File: src/rtl/fetch_controller.sv
// Instruction fetch sequencer: owns the PC, reads a combinational instruction memory
// and hands one registered instruction to decode over valid/ready. Optional HALT
// detection is enabled by defining FETCH_HALT_DETECT_EN.
module fetch_controller #(
  parameter int                   ADDR_W    = 10,
  parameter int                   INSTR_W   = 16,
  parameter logic [ADDR_W-1:0]    RESET_PC  = '0,
  parameter logic [INSTR_W-1:0]   HALT_WORD = 16'hFFFF
) (
  input  logic               clk,
  input  logic               rst_n,
  input  logic               start,
  input  logic               redirect_valid,
  input  logic [ADDR_W-1:0]  redirect_pc,
  output logic [ADDR_W-1:0]  imem_addr,
  input  logic [INSTR_W-1:0] imem_instr,
  output logic               out_valid,
  input  logic               out_ready,
  output logic [INSTR_W-1:0] out_instr,
  output logic [ADDR_W-1:0]  out_pc,
  output logic               busy,
  output logic               halted,
  output logic [15:0]        fetch_count
);

`ifdef FETCH_HALT_DETECT_EN
  localparam bit HALT_EN = 1'b1;
`else
  localparam bit HALT_EN = 1'b0;
`endif

  typedef enum logic [1:0] {
    S_IDLE   = 2'd0,
    S_FETCH  = 2'd1,
    S_HALTED = 2'd2
  } state_t;

  state_t               r_state;
  logic [ADDR_W-1:0]    r_pc;
  logic [ADDR_W-1:0]    r_out_pc;
  logic [INSTR_W-1:0]   r_out_instr;
  logic                 r_out_valid;
  logic [15:0]          r_count;

  logic w_accept;
  logic w_redirect;
  logic w_capture;
  logic w_halt_hit;

  assign w_accept   = r_out_valid && out_ready;
  // Redirect outranks both capture and backpressure, but is meaningless before start.
  assign w_redirect = redirect_valid && (r_state != S_IDLE);
  assign w_capture  = (r_state == S_FETCH) && (!r_out_valid || out_ready) && !redirect_valid;
  assign w_halt_hit = HALT_EN && (imem_instr == HALT_WORD);

  always_ff @(posedge clk or negedge rst_n) begin
    if (!rst_n) begin
      r_state     <= S_IDLE;
      r_pc        <= RESET_PC;
      r_out_pc    <= '0;
      r_out_instr <= '0;
      r_out_valid <= 1'b0;
      r_count     <= '0;
    end else begin
      if (w_accept && (r_count != 16'hFFFF))
        r_count <= r_count + 16'd1;

      if (w_redirect) begin
        r_pc        <= redirect_pc;
        r_out_valid <= 1'b0;
        r_state     <= S_FETCH;
      end else begin
        case (r_state)
          S_IDLE: begin
            if (start)
              r_state <= S_FETCH;
            if (w_accept)
              r_out_valid <= 1'b0;
          end
          S_FETCH: begin
            if (w_capture) begin
              r_out_instr <= imem_instr;
              r_out_pc    <= r_pc;
              r_out_valid <= 1'b1;
              // A HALT word is delivered but the PC parks on it until redirected.
              if (w_halt_hit)
                r_state <= S_HALTED;
              else
                r_pc <= r_pc + ADDR_W'(1);
            end
          end
          default: begin
            if (w_accept)
              r_out_valid <= 1'b0;
          end
        endcase
      end
    end
  end

  assign imem_addr   = r_pc;
  assign out_valid   = r_out_valid;
  assign out_instr   = r_out_instr;
  assign out_pc      = r_out_pc;
  assign fetch_count = r_count;
  assign busy        = (r_state == S_FETCH);
  assign halted      = HALT_EN && (r_state == S_HALTED);

endmodule
File: config.mk
export PLATFORM = sky130hd
export DESIGN_NAME = fetch_controller
export DESIGN_NICKNAME = d
export VERILOG_FILES = /design/src/rtl/fetch_controller.sv
export SDC_FILE = /design/constraint.sdc
export NUM_CORES = 1
export LEC_CHECK = 0
export BUFFER_PORTS_ARGS = -buffer_cell sky130_fd_sc_hd__buf_2
export CAP_MARGIN = 40
export CORE_UTILIZATION = 45
export DETAILED_ROUTE_END_ITERATION = 8
export GPL_ROUTABILITY_DRIVEN = 0
export PLACE_DENSITY = 0.76
export SETUP_SLACK_MARGIN = 0.05
export SLEW_MARGIN = 20
export SYNTH_ARGS = -nofsm -noshare
export SYNTH_HDL_FRONTEND = slang
export SYNTH_SLANG_ARGS = --single-unit
File: constraint.sdc
create_clock -name clk -period 1.8 [get_ports clk]
set_clock_uncertainty 0.05 [all_clocks]
set_input_delay 0.18 -clock clk [delete_from_list [all_inputs] [get_ports clk]]
set_output_delay 0.18 -clock clk [all_outputs]
set_load 0.01 [all_outputs]
-- Yosys cells after proc, flatten, opt, wreduce, memory -nomap -nowiden
Index checks and enable logic that the tools add are counted.
- bits in registers: 55
- input port bits: 31
- output and inout bits: 55
- logic and storage cells: 41
- $add $sub $neg: 2
- eq/ne operators: 3
- muxes and demuxes: 10
- bitwise gates (word level): 1
- reductions and logical operators: 19
- operators with widths (kind ; count):
    2-to-1 mux 10 bit ; 3
    adder 16 x 1 -> 16 bit (second input constant) ; 1
    != test 16 bit (second input constant) ; 1
    adder 10 x 1 -> 10 bit (second input constant) ; 1
    nonzero test 2 bit ; 5
    2-to-1 mux 2 bit ; 3
    AND reduction 2 bit ; 3
    logical AND 1 bit ; 5
    2-to-1 mux 1 bit ; 4
    != test 3 x 1 -> 1 bit (second input constant) ; 1
    AND reduction 3 bit ; 1
    nonzero test 3 bit ; 1
    == test 2 x 1 -> 1 bit (second input constant) ; 1
    zero test 1 bit ; 2
    zero test 2 bit ; 1
    logical OR 1 bit ; 1
    inverter 1 bit ; 1

-- Logic depth before layout (Yosys ltp)
Gate-level depths: netlist of run 1.
- word-level depth: 7
- mapped depth: 5
- mapped depth without buffers: 5

-- Worst setup path after synthesis of run 1
OpenSTA, ideal clock, no wires.
- path type: reg2reg
- from: register r_count[0] (netlist: fetch_count[0])
- to: register r_count[1] (netlist: fetch_count[1])
- library setup time: 0.125 ns
- arrival: 1.703 ns
- required time: 1.625 ns
- path slack: -0.078 ns
- stages on the path, launching flop included: 6
- buffers on the path: 0
- clock period less this slack: 1.878 ns
- path through: dfrtp_1 > ha_1 > nand3_2 > or4_4 > nand3_2 > mux2_4
- word-level cells in the longest chain between the ends: 2
- elaborated cells between the ends (all ways): 3
- classes of those cells: add/sub: 1; eq/ne: 1; reduce/logical: 1
- ends and longest elaborated chain (what ; line ; source):
    from (decl) ; 43 ; logic [15:0] r_count;
    from (signal assigned) ; 66 ; r_count <= r_count + 16'd1;
    branches (longest 2 deep; another with adder 16 x 1 -> 16 bit) ; - ;
Parallel ways; which one is timed is not known.
A chain may end at the register's enable or synchronous reset.

-- Worst setup path in the final report of run 1
- from: register r_count[12] (netlist: fetch_count[12])
- to: register r_count[1] (netlist: fetch_count[1])
- word-level cells in the longest chain between the ends: 2
- ends and longest elaborated chain (what ; line ; source):
    != test 16 bit ; 65 ; if (w_accept && (r_count != 16'hFFFF))
    logical AND 1 bit ; 65 ;
No other way between the ends.

==> results of run 1 <==
## registers in the layout (all words and copies together) (netlist names)
register,cells
out_instr,16
r_state,1
out_valid,1
imem_addr,10
out_pc,10
fetch_count,16
## through the flow
step / total power [W] / area (µm²) / hold WS [ns]
6_report: 0.003116 / 3271 / 0.01551
5_1_grt: 0.003320 / 3271 / 0.003428
4_1_cts: 0.003155 / 3241 / 0.004799
3_5_place_dp: 0.002485 / 3144 / 0.1530
3_3_place_gp: 0.002459 / 3144 / 0.1519
2_1_floorplan: 0.002062 / 2502 / -0.1656
## what timing repair did
action | CTS | global route
hold buffers | 1 | 0
setup buffers | 0 | 2
setup endpoints to repair | 0 | 2
gates resized for setup | 0 | 2
endpoints found under the hold margin | 54 | 0
## power by group through the flow
| stage | logic (W) | clock network [W] | registers (W) |
|---|---|---|---|
| after floorplan | 0.000359 | 0 | 0.00170 |
| after global placement | 0.000877 | 0 | 0.00158 |
| after detailed placement | 0.000891 | 0 | 0.00159 |
| after CTS | 0.000896 | 0.000688 | 0.00157 |
| after global routing | 0.000972 | 0.000746 | 0.00160 |
| final | 0.000888 | 0.000660 | 0.00157 |
## cell type report
class	instances	area (µm²)	share of cell area [%]
Sequential cell	54	1351	41.32
Timing Repair Buffer	108	628.1	19.20
Clock buffer	6	72.57	2.219
Clock inverter	2	13.76	0.4208
Tap cell	70	87.58	2.678
Multi-Input combinational cell	144	1117	34.16
## Yosys cell counts
cell,count,area (µm²)
sky130_fd_sc_hd__nor2b_1,2,12.51
sky130_fd_sc_hd__or2_1,1,6.260
sky130_fd_sc_hd__nor2_4,1,11.26
sky130_fd_sc_hd__a31oi_1,4,25.02
sky130_fd_sc_hd__mux2_2,27,304.0
sky130_fd_sc_hd__nor3_4,1,16.27
sky130_fd_sc_hd__or2b_4,1,11.26
sky130_fd_sc_hd__and3_1,3,18.77
sky130_fd_sc_hd__a211oi_1,1,7.510
sky130_fd_sc_hd__nor4b_2,2,30.03
sky130_fd_sc_hd__a21oi_1,16,80.08
sky130_fd_sc_hd__nand3b_1,1,7.510
sky130_fd_sc_hd__nor2_1,17,63.81
sky130_fd_sc_hd__nand3_1,5,25.02
sky130_fd_sc_hd__xnor2_1,7,61.31
sky130_fd_sc_hd__nor3_1,2,10.01
sky130_fd_sc_hd__nand2_4,1,11.26
sky130_fd_sc_hd__conb_1,1,3.750
sky130_fd_sc_hd__buf_4,3,22.52
sky130_fd_sc_hd__and2_1,3,18.77
sky130_fd_sc_hd__mux2_4,1,15.01
sky130_fd_sc_hd__xor2_1,10,87.58
sky130_fd_sc_hd__and4b_1,1,10.01
sky130_fd_sc_hd__or2_2,1,6.260
sky130_fd_sc_hd__dfrtp_1,54,1351
sky130_fd_sc_hd__nand4_2,1,12.51
sky130_fd_sc_hd__nor4b_1,1,8.760
sky130_fd_sc_hd__ha_1,2,25.02
sky130_fd_sc_hd__nor4bb_1,1,10.01
sky130_fd_sc_hd__nand4_1,9,56.30
sky130_fd_sc_hd__nor4_1,2,12.51
sky130_fd_sc_hd__nand4_4,1,21.27
sky130_fd_sc_hd__nand3_2,2,20.02
sky130_fd_sc_hd__or4_4,1,11.26
sky130_fd_sc_hd__a41oi_1,2,17.52
sky130_fd_sc_hd__buf_2,1,5.000
sky130_fd_sc_hd__clkbuf_1,3,11.26
sky130_fd_sc_hd__nand2_1,11,41.29
sky130_fd_sc_hd__mux2i_1,2,20.02
## per-layer routing
metal	GRT usage, %	vias to the layer above	routed length (µm)
met2	32.97	64	2589
met4	5.385	0	58
met3	4.790	8	296
met1	25.49	977	2261
li1	-	951	-
met5	0	-	0
## cells by family (layout without fill, tap and decap cells)
| group | Yosys count | in the layout |
|---|---|---|
| DFF | 54 | 54 |
| adders and majority gates | 2 | 2 |
| muxes | 30 | 30 |
| xor gates and xnor gates | 17 | 17 |
| other | 1 | 1 |
| buffers and inverters | 7 | 116 |
| AOI/OAI and AO/OA | 23 | 23 |
| and+or+nand+nor | 71 | 71 |
## worst min-delay path by stage
stage                     slack (ns)                         end  depth (start not counted)  startpoint
after floorplan                -0.17  fetch_count[0]$_DFFE_PN0P_                          0       rst_n
after global placement          0.15  fetch_count[7]$_DFFE_PN0P_                          2       rst_n
after detailed placement        0.15  fetch_count[5]$_DFFE_PN0P_                          2       rst_n
after CTS                      0.005      r_state[0]$_DFFE_PN0P_                          2       start
after global routing           0.003      r_state[0]$_DFFE_PN0P_                          2       start
final                           0.02      r_state[0]$_DFFE_PN0P_                          2       start
==> impl_metrics.tcl, run 1 <==
set metrics [dict create \
    worst_path_dominant_cell_family "simple AND/OR/NAND/NOR gates" \
    maximum_number_of_pins_on_one_net_before_global_route_repair 55 \
    end_of_the_critical_path "fetch_count[1]$_DFFE_PN0P_" \
    critPathMaxFanout 4 \
    power.sequential.fraction_pct 50.3 \
    detailedRoute.firstPassIterationCount 4 \
    max_clock_freq_mhz 579.3 \
    core_mm2 0.005205 \
    dpl.hpwl_mm 3.893 \
    wl_cell_um 13.55 \
    syn_avg_cell_area_um2 12.15 \
    grt_use_total_pct 19.70 \
    num-fill-cells 438 \
    maximum_buffer_depth_of_the_clock_tree 2 \
    dieArea_mm2 0.005835 \
    final_cell_count_no_fill 384 \
    final_cell_mix "84 x sky130_fd_sc_hd__buf_2, 54 x sky130_fd_sc_hd__dfrtp_1, 27 x sky130_fd_sc_hd__mux2_2, 21 x sky130_fd_sc_hd__buf_4, 17 x sky130_fd_sc_hd__nor2_1" \
    worstSetupStartpointType "flop" \
    crit_required_ns 1.94 \
    r2r_end "fetch_count[1]$_DFFE_PN0P_" \
    synth-adder-area-share_pct 1.005 \
    fin_tns_setup_ns 0 \
    chip_width_um 76.39 \
    unrepaired_setup_endpoints_after_global_routing "yes" \
    critical_path.reg2reg.startpoint "fetch_count[12]$_DFFE_PN0P_" \
    floorplan.initialDensity_pct 47.84 \
    clk_pin_slew_worst_paths_ns 0.10 \
    share_clk_of_total_power_pct 21.2 \
    final_common_cell "sky130_fd_sc_hd__buf_2" \
    critical_path_arrival_ns 1.87 \
    outcome "finished clean" \
    timing.critical_path.to_type "flop" \
    share_of_post_route_cells_with_drive_strength_above_1_pct 49.68 \
    critical_path_cell_count 4 \
    numCtsBuffers 5 \
    report.final.hold_viol_count 0 \
    slew_violations 0 \
    cpMaxStageDelayCell "sky130_fd_sc_hd__or4_4" \
    rr_worst_depth 4 \
    num_rows 26 \
    htreeDepth 2 \
    power.net_switching_w 0.0009815 \
    synth.yosys.seq_area_share_pct 54.27 \
    sw_frac_of_total_pct 31.50 \
    placed_cells_incl_taps 373 \
    fraction_of_synthesized_cell_area_in_xor_and_xnor_cells_pct 5.980 \
    timing.max_cap.violations 0 \
    route.detailed.vias_per_inst 5.208 \
    p_per_area_mw_per_mm2 952.6 \
    clock_latency_ns 0.30 \
    first_pass_grt_wire_length_mm 9.287 \
    clock_sink_count 54 \
    grt_pass1_vias 2053 \
    ioPinCount 86 \
    max-vdd-ir-drop_mv 0.4429 \
    path_cells "nand4_4 > or4_4 > nand3_2 > mux2_4" \
    final_critical_path_setup_slack_ns 0.07389 \
    timing.critical_path.slowest_cell_delay_ns 0.57 \
    static-leakage-power_nw 1.568 \
    netlist_area_mm2 0.002490 \
    drt.antenna.violating_nets 0 \
    cp-startpoint "fetch_count[12]$_DFFE_PN0P_" \
    die_y_um 76.39 \
    synth_area_in_compound_gates_pct 5.226 \
    tritoncts_clock_tree "built" \
    ys_seq_elements 54 \
    timing.critical_path.buf_inv 0 \
    finalNetCount 346 \
    port_buffers 84 \
    final.period_utilization_pct 95.89 \
    num_antenna_cells 0 \
    cts_root_buf "sky130_fd_sc_hd__clkbuf_8" \
    antenna_found_initial 0 \
    number_of_design_rule_violations_left_by_the_first_detailed_router_iteration 66 \
    grt_overflow_total 0 \
    syn_inst 205 \
    drt_wl_total_mm 5.205 \
    post_synth_and_or_nand_nor_area_fraction_pct 18.19 \
    syn-num-nets 238 \
    dp_worst_setup_slack_ns 0.07829 \
    internal_power_contribution_w 0.002134 \
    via_count 2000 \
    synthesis.yosys.warnings 0 \
    final_core_utilization_pct 62.84 \
    synthToLayoutAreaGrowth_pct 31.36 \
    final_period_demand_of_the_worst_path_ns 1.726 \
    comb_power_share_pct 28.5 \
    finalSetupViolCount 0 \
    hold_class "in2reg" \
    drcViolationCount 0 \
    post_synth_mux_area_share_pct 13.62 \
    critical_path_type "reg2reg" \
    synth.lib_cells_used.distinct 39 \
    synth_top_family_by_area "simple AND/OR/NAND/NOR gates" \
    r2r_setup_slack_ns 0.07 \
]
Note: power is estimated with default switching activity, not from simulation.
==> inputs of run 2 (changes only) <==
Settings changed: CORE_UTILIZATION 45 to 53, PLACE_DENSITY 0.76 to 0.84.
Clock period 1.8 ns to 2 ns, I/O delays scaled along.
==> impl_metrics.tcl, run 2 (synthesis gave the netlist of run 1 again) <==
set metrics [dict create \
    htreeDepth 2 \
    detailedRoute.firstPassIterationCount 6 \
    static-leakage-power_nw 1.480 \
    finalSetupViolCount 0 \
    worst_path_most_repeated_cell "sky130_fd_sc_hd__nand3_2" \
    drt_wl_total_mm 4.977 \
    num-fill-cells 329 \
    ioPinCount 86 \
    critical_path_type "reg2reg" \
    violations "design-rule violations" \
    drcViolationCount 12 \
    num_antenna_cells 0 \
    path_cells "ha_4 > nand3_2 > or4_4 > nand3_2 > mux2_4" \
    cpMaxStageDelayCell "sky130_fd_sc_hd__or4_4" \
    critPathMaxFanout 5 \
    dpl.hpwl_mm 3.665 \
    share_of_post_route_cells_with_drive_strength_above_1_pct 47.30 \
    worstSetupStartpointType "flop" \
    final_critical_path_setup_slack_ns 0.1429 \
    number_of_design_rule_violations_left_by_the_first_detailed_router_iteration 94 \
    power.sequential.fraction_pct 50.2 \
    route.detailed.vias_per_inst 5.434 \
    outcome "finished with violations" \
    critical_path_arrival_ns 2.00 \
    numCtsBuffers 5 \
    slew-limit-headroom_pct 59.55 \
    drt.antenna.violating_nets 0 \
    r2r_setup_slack_ns 0.14 \
    via_count 1891 \
    worst_slew_pin_slew_ns 0.6053 \
    multiInputGateArea_mm2 0.001112 \
    internal_power_contribution_w 0.002012 \
    grt_use_total_pct 21.85 \
    grt_overflow_total 0 \
    timing.max_cap.violations 0 \
    comb_power_share_pct 24.8 \
    report.final.hold_viol_count 0 \
    tritoncts_clock_tree "built" \
    unrepaired_setup_endpoints_after_global_routing "no" \
    power.net_switching_w 0.0008891 \
    clock_latency_ns 0.30 \
    post_cts_buffers 0 \
    timing.critical_path.to_type "flop" \
    report.power.total_w 0.002901 \
    seqCellArea_mm2 0.001354 \
    antenna_found_initial 0 \
    slew_violations 0 \
    final_period_demand_of_the_worst_path_ns 1.857 \
    finalNetCount 328 \
    clk_pin_slew_worst_paths_ns 0.09 \
    core_mm2 0.004444 \
    chip_width_um 70.54 \
    grt_pass1_vias 1802 \
    final.period_utilization_pct 92.86 \
    share_clk_of_total_power_pct 25.0 \
    p_per_area_mw_per_mm2 924.9 \
    timing.critical_path.buf_inv 0 \
    final_cell_mix "84 x sky130_fd_sc_hd__buf_2, 52 x sky130_fd_sc_hd__dfrtp_1, 27 x sky130_fd_sc_hd__mux2_2, 17 x sky130_fd_sc_hd__nor2_1, 16 x sky130_fd_sc_hd__a21oi_1" \
    maximum_number_of_pins_on_one_net_before_global_route_repair 55 \
    dieArea_mm2 0.004976 \
    hold_slack_ns 0.04811 \
    wl_cell_um 14.30 \
    synthToLayoutAreaGrowth_pct 25.98 \
    sw_frac_of_total_pct 30.65 \
    num_rows 24 \
    cts_root_buf "sky130_fd_sc_hd__clkbuf_8" \
    hold_class "in2reg" \
    timing.critical_path.slowest_cell_delay_ns 0.58 \
    dp_worst_setup_slack_ns 0.08599 \
    maximum_buffer_depth_of_the_clock_tree 2 \
    placed_cells_incl_taps 339 \
    fin_tns_setup_ns 0 \
    first_pass_grt_wire_length_mm 8.556 \
    final_common_cell "sky130_fd_sc_hd__buf_2" \
    crit_required_ns 2.14 \
    max_clock_freq_mhz 538.5 \
    max-vdd-ir-drop_mv 0.5408 \
    clock_sink_count 54 \
    floorplan.initialDensity_pct 56.02 \
    die_y_um 70.54 \
    worst_path_dominant_cell_family "simple AND/OR/NAND/NOR gates" \
    final_cell_count_no_fill 348 \
    port_buffers 84 \
]
-- run 2: cell count changes in the layout (fill, tap and decap cells not counted) --
cell / delta
sky130_fd_sc_hd__clkbuf_1: -1
sky130_fd_sc_hd__nand4_4: -1
sky130_fd_sc_hd__nor4b_1: +1
sky130_fd_sc_hd__nand4_2: +1
sky130_fd_sc_hd__bufinv_16: +1
sky130_fd_sc_hd__ha_4: +1
sky130_fd_sc_hd__inv_6: +1
sky130_fd_sc_hd__dfrtp_2: +2
sky130_fd_sc_hd__clkinv_4: -1
sky130_fd_sc_hd__dfrtp_1: -2
sky130_fd_sc_hd__ha_2: -1
sky130_fd_sc_hd__buf_4: -18
sky130_fd_sc_hd__nor4b_2: -1
-- run 2: timing repair --
item                                    4_1_cts  5_1_grt
endpoints found under the setup margin        0        1
hold buffers                                  1        0
resized for setup                             0        4
endpoints found under the hold margin        54        0
-- run 2: cell type report --
class                           instances  share of cell area [%]
Clock inverter                          3                   1.396
Tap cell                               52                   2.074
Clock buffer                            5                   2.194
Sequential cell                        54                   43.16
Timing Repair Buffer                   90                   15.72
Multi-Input combinational cell        144                   35.46
-- run 2: metrics by stage --
stage	utilization [%]	area, µm²
after floorplan	-	2490
after global placement	67.48	2999
after detailed placement	67.48	2999
after CTS	70.24	3122
after global routing	70.58	3137
final	70.58	3137
-- run 2: path summary, 6_finish.rpt --
kind,from,end,cells past startpoint
setup reg to reg,fetch_count[1]$_DFFE_PN0P_,fetch_count[1]$_DFFE_PN0P_,5
hold / removal,start,r_state[0]$_DFFE_PN0P_,2
max in group asynchronous,rst_n,r_state[0]$_DFFE_PN0P_,3
min in group asynchronous,rst_n,fetch_count[6]$_DFFE_PN0P_,3
hold reg to reg,out_pc[3]$_DFFE_PN0P_,out_pc[3]$_DFFE_PN0P_,1
setup / recovery,fetch_count[1]$_DFFE_PN0P_,fetch_count[1]$_DFFE_PN0P_,5
-- run 2: routing by layer --
layer	share of wire [%]	track usage, %
met1	43	29.62
met2	48	34.41
met3	7.9	6.695
met4	0.96	6.444
met5	0	0
-- run 2: power by group through the flow --
stage / clock network [W] / registers [W] / logic, W
5_1_grt: 0.000786 / 0.00148 / 0.000794
6_report: 0.000725 / 0.00146 / 0.000721
3_3_place_gp: 0 / 0.00145 / 0.000693
2_1_floorplan: 0 / 0.00153 / 0.000321
4_1_cts: 0.000747 / 0.00144 / 0.000713
3_5_place_dp: 0 / 0.00146 / 0.000709
